==> config.mk <==
export PLATFORM = sky130hd
export DESIGN_NAME = mem_access
export DESIGN_NICKNAME = d
export VERILOG_FILES = /design/src/rtl/mem_access.sv
export SDC_FILE = /design/constraint.sdc
export NUM_CORES = 1
export LEC_CHECK = 0
export CAP_MARGIN = 20
export CORE_MARGIN = 2
export CORE_UTILIZATION = 40
export CTS_CLUSTER_SIZE = 16
export DETAILED_ROUTE_END_ITERATION = 8
export PLACE_DENSITY = 0.81
export SLEW_MARGIN = 20
export SYNTH_ARGS = -nofsm -noshare
export SYNTH_HDL_FRONTEND = slang
export SYNTH_SLANG_ARGS = --single-unit
==> constraint.sdc <==
create_clock -name clk -period 1.74 [get_ports clk]
set_input_delay 0.348 -clock clk [delete_from_list [all_inputs] [get_ports clk]]
set_output_delay 0.348 -clock clk [all_outputs]
set_load 0.05 [all_outputs]
==> src/rtl/mem_access.sv <==
// -----------------------------------------------------------------------------
// mem_access
//
// MEM stage of the 5-stage MIPS32 core together with the MEM/WB pipeline
// register. Word loads and stores from the EX/MEM register are carried out
// over a valid/ready data bus. The upstream stages are held through stall_req
// while an access is outstanding. The write-back triple is registered for WB.
//
// Optional build macro:
//   MEM_TIMEOUT_EN - abort a bus request that has waited TIMEOUT_CYCLES REQ
//                    cycles without dbus_ready, and pulse bus_err. Without
//                    the macro a request waits indefinitely and bus_err is 0.
//
// Parameters:
//   TIMEOUT_CYCLES - REQ-state cycles before abort (1..65535). Only used
//                    with MEM_TIMEOUT_EN.
//
// Ports:
//   clk, rst        - clock, synchronous active-high reset
//   mem_reg_wr      - register write enable from EX/MEM
//   mem_mem_wr      - store enable from EX/MEM
//   mem_alu_result  - ALU result, also the effective address
//   mem_waddr       - destination register
//   mem_reg_wb_src  - write-back select (01 = memory data, else ALU result)
//   mem_store_data  - rt value for stores
//   dbus_req/we/addr/wdata - registered data-bus request
//   dbus_ready      - bus completion, dbus_rdata valid in the same cycle
//   dbus_rdata      - load data
//   stall_req       - combinational hold for PC/IF/ID/EX and EX/MEM
//   misalign        - one-cycle pulse: misaligned access dropped
//   bus_err         - one-cycle pulse: bus timeout
//   wb_reg_wr/waddr/wdata - registered write-back to WB
// -----------------------------------------------------------------------------
module mem_access #(
    parameter int TIMEOUT_CYCLES = 255
) (
    input  logic        clk,
    input  logic        rst,
    input  logic        mem_reg_wr,
    input  logic        mem_mem_wr,
    input  logic [31:0] mem_alu_result,
    input  logic [4:0]  mem_waddr,
    input  logic [1:0]  mem_reg_wb_src,
    input  logic [31:0] mem_store_data,
    output logic        dbus_req,
    output logic        dbus_we,
    output logic [31:0] dbus_addr,
    output logic [31:0] dbus_wdata,
    input  logic        dbus_ready,
    input  logic [31:0] dbus_rdata,
    output logic        stall_req,
    output logic        misalign,
    output logic        bus_err,
    output logic        wb_reg_wr,
    output logic [4:0]  wb_waddr,
    output logic [31:0] wb_wdata
);

    typedef enum logic {
        IDLE = 1'b0,
        REQ  = 1'b1
    } state_t;

    state_t state;

    logic load;
    logic store;
    logic access;
    logic aligned;
    logic memop;
    logic misaligned;

    if (TIMEOUT_CYCLES < 1 || TIMEOUT_CYCLES > 65535) begin : g_bad_timeout
        $error("mem_access: TIMEOUT_CYCLES must be in 1..65535");
    end

    // A store wins over a memory write-back select: mem_mem_wr alone makes it
    // a store, and only a non-store with wb_src 01 is a load.
    assign load       = (mem_reg_wb_src == 2'b01) & ~mem_mem_wr;
    assign store      = mem_mem_wr;
    assign access     = load | store;
    assign aligned    = (mem_alu_result[1:0] == 2'b00);
    assign memop      = access & aligned;
    assign misaligned = access & ~aligned;

`ifdef MEM_TIMEOUT_EN
    localparam logic [15:0] TMO_LAST = 16'(TIMEOUT_CYCLES - 1);

    logic [15:0] tmo_cnt;
    logic        timeout_hit;

    // A completion in the last allowed cycle takes priority over the abort.
    assign timeout_hit = (tmo_cnt == TMO_LAST) & ~dbus_ready;

    assign stall_req = (state == IDLE) ? memop : (~dbus_ready & ~timeout_hit);
`else
    assign stall_req = (state == IDLE) ? memop : ~dbus_ready;
`endif

    always_ff @(posedge clk) begin
        if (rst) begin
            state      <= IDLE;
            dbus_req   <= 1'b0;
            dbus_we    <= 1'b0;
            dbus_addr  <= '0;
            dbus_wdata <= '0;
            misalign   <= 1'b0;
            bus_err    <= 1'b0;
            wb_reg_wr  <= 1'b0;
            wb_waddr   <= '0;
            wb_wdata   <= '0;
`ifdef MEM_TIMEOUT_EN
            tmo_cnt    <= '0;
`endif
        end else begin
            // Status pulses last exactly one cycle.
            misalign <= 1'b0;
            bus_err  <= 1'b0;

            case (state)
                IDLE: begin
                    if (memop) begin
                        // Launch the bus request; the instruction stays in
                        // this stage, so WB sees a bubble meanwhile.
                        dbus_req   <= 1'b1;
                        dbus_we    <= store;
                        dbus_addr  <= mem_alu_result;
                        dbus_wdata <= mem_store_data;
                        wb_reg_wr  <= 1'b0;
                        state      <= REQ;
`ifdef MEM_TIMEOUT_EN
                        tmo_cnt    <= '0;
`endif
                    end else if (misaligned) begin
                        // Dropped access: no bus traffic, no write-back.
                        wb_reg_wr <= 1'b0;
                        misalign  <= 1'b1;
                    end else begin
                        wb_reg_wr <= mem_reg_wr;
                        wb_waddr  <= mem_waddr;
                        wb_wdata  <= mem_alu_result;
                    end
                end

                REQ: begin
                    if (dbus_ready) begin
                        // Stores never write a register.
                        dbus_req  <= 1'b0;
                        wb_reg_wr <= mem_reg_wr & load;
                        wb_waddr  <= mem_waddr;
                        wb_wdata  <= load ? dbus_rdata : mem_alu_result;
                        state     <= IDLE;
`ifdef MEM_TIMEOUT_EN
                    end else if (timeout_hit) begin
                        dbus_req  <= 1'b0;
                        bus_err   <= 1'b1;
                        wb_reg_wr <= 1'b0;
                        state     <= IDLE;
`endif
                    end else begin
                        // Request, address and data held stable while waiting.
                        wb_reg_wr <= 1'b0;
`ifdef MEM_TIMEOUT_EN
                        tmo_cnt   <= tmo_cnt + 16'd1;
`endif
                    end
                end

                default: state <= IDLE;
            endcase
        end
    end

endmodule

==> run metrics <==
status finished, final reports clean; grt total ovfl 0; Area Growth Syn to Fin 56.8%; IO Count 215; routed wl met3 989 um; CP Capture Type primary output; CTS buffer count 9; ratio of cells with drive above 1 in the final layout 26.8%; initial antenna violation count 0; Max VDD drop 0.476 mV; commonest non-fill, non-tap cells in the layout 191 x nand2_1, 128 x buf_4, 105 x dfxtp_1; critical-path cell list nor3_4, o21ai_4, o21ai_2, buf_6; f_max 0.612 GHz; Setup crit start kind register; CP max stage delay 0.39 ns; pin count of the biggest net entering global routing 45; Yosys Warn Count 0; DRC Markers 0; met2 WL 6.41 mm; worst flop-to-flop path endpoint wb_wdata[29]; CTS tree yes; DR vias 4174; leakage approximately 2.7 nW; Longest Clk Path Bufs 2; max-capacitance violation count 0; Clk Latency, worst-skew pair 0.36 ns; vias in the first global route between 4000 and 5000; Final Critical Period 1.63 ns; I/O Buffers about 210; clock sink count 106; filler instances 861; r2r setup slk roughly 0.29 ns; synthesized instance count 498; clock slew at reported path FFs 0.10 ns; vias per cell ~4.9; clock skew 0.0139 ns; die height 106 um; H-tree depth 3; Cell Area, Synth 4190 um2; Setup CP Type register to primary output; drt first pass iters 6; Seq/Total Area, Yosys between 50 and 60%; Yosys cell types 26; Row Count 37; DR top layer met4; RSZ-0062 raised after global routing false; Max FO, Critical Path 7; met1 WL a little over 5 mm; clock root buffer clkbuf_8; # setup viols final 0; pwr/cell area 870 nW/um2; initial DRC count 211; CP Data Required Time 1.39 ns; Slowest-stage cell, CP dfxtp_2; Reg2Reg Depth 5; global-route wire length before repair 19.8 mm; gp weighted congestion between 0.7 and 0.8; Post-DP HPWL 9.28 mm; syn_area_per_cell 8.41 um2; Final Cycle Share 94.0%; Core Area 10200 um2; commonest non-fill, non-tap cell in the layout nand2_1; Synth top area share between 50 and 60%; synthesized net count between 600 and 700; antenna cells 0; final hold slack between 0.4 and 0.5 ns; die width 106 um; Hold WC Path Type input pin to register; final antenna-violating net count 0; Total Power 5.71 mW; worst setup path endpoint stall_req; routed wire length per instance 14.9 um; crit path DAT 1.29 ns; drt total wl 12.7 mm; max-slew violation count 0; synth top area cells dfxtp_1 51%, nand2_1 17%, a311oi_2 11%, a21oi_1 7.4%, nor2_1 3.9%; Global Route Usage Sum between 20% and 30%; Yosys top cell by area dfxtp_1; Reg2Reg Launch Point state; Layout Nets 819; CP startpoint state; Die Footprint ~11000 um2; Fin. Hold Viols 0; Initial Util 41.0%; Yosys reg bits 106
[Yosys cell counts]
cell type and count:
a211oi_1 2, a21oi_1 62, a22oi_1 1, a311oi_1 2, a311oi_2 30, buf_2 20, buf_4 4, buf_6 1
clkbuf_1 17, conb_1 1, dfxtp_1 106, inv_2 1, mux2i_1 5, nand2_1 191, nand3b_1 1, nor2_1 43
nor2b_1 1, nor2b_4 1, nor3_4 1, nor3b_1 2, nor3b_4 1, nor4_1 1, o21a_1 1, o21ai_0 1
o21ai_2 1, o31ai_4 1
[cell families (layout without fill, tap and decap cells)]
family,count (synthesis),count (layout),share of synthesized area [%]
muxes,5,5,1.19
other,1,1,0.0895
and+or+nand+nor,242,242,23.0
buffers and inverters,43,261,4.99
AOI/OAI and AO/OA,101,101,20.1
DFF,106,106,50.6
[final cells by class]
class	count	area [um2]	share of cell area, %
clock buffers	11	141	2.15
clock inverters	5	60.1	0.914
inverters	1	3.75	0.0571
multi-input cells	349	1870	28.5
flip-flops and latches	106	2120	32.3
well taps	136	170	2.59
repair buffers	244	2200	33.5
[worst min path at each step]
stage / startpoint / cells past startpoint / endpoint
floorplan: dbus_ready / 1 / dbus_req
detailed placement: dbus_wdata[27] / 2 / dbus_wdata[27]
global placement: dbus_addr[13] / 2 / dbus_addr[13]
global route: rst / 2 / dbus_addr[4]
CTS: rst / 2 / dbus_addr[9]
finish: rst / 2 / dbus_addr[9]
[sequential cells by signal, summed over array words and instances (netlist names), 5 cells and up]
signal,flops
dbus_addr,32
dbus_wdata,32
wb_waddr,5
wb_wdata,32
[metal layers]
metal | vias to the layer above | global-route usage, %
li1 | 2069 | -
met1 | 1940 | 25.7
met2 | 155 | 38.2
met3 | 10 | 5.46
met4 | 0 | 5.73
met5 | - | 0
[power breakdown]
part           switching (mW)  total [mW]  internal (mW)
Clock                   0.845        1.56          0.715
Combinational           0.908        1.51          0.600
Sequential             0.0776        2.64           2.57
[worst max-delay path: cells and delay by family (launching register included)]
kind	cells	cell delay, ns
flops	1	0.39
buf+inv	1	0.19
simple gates	1	0.19
compound gates	2	0.17
[per-stage QoR]
step	setup TNS [ns]	cells	setup slack, ns	utilization (%)	instance area, um2
5_1_grt	0	852	0.0367	64.2	6570
3_3_place_gp	-14.25	832	-0.191	61.9	6330
4_1_cts	0	852	0.0886	64.2	6570
6_report	0	852	0.105	64.2	6570
3_5_place_dp	-17.01	832	-0.236	61.9	6330
2_1_floorplan	0	498	0.0985	-	4190
[what timing repair did]
| item | 4_1_cts | 5_1_grt |
|---|---|---|
| hold buffers | 0 | 0 |
| setup buffers | 4 | 0 |
| resized for setup | 9 | 0 |
| hold endpoints to repair | 0 | 0 |
| endpoints found under the setup margin | 1 | 0 |
Note: power is estimated with default switching activity, not from simulation.
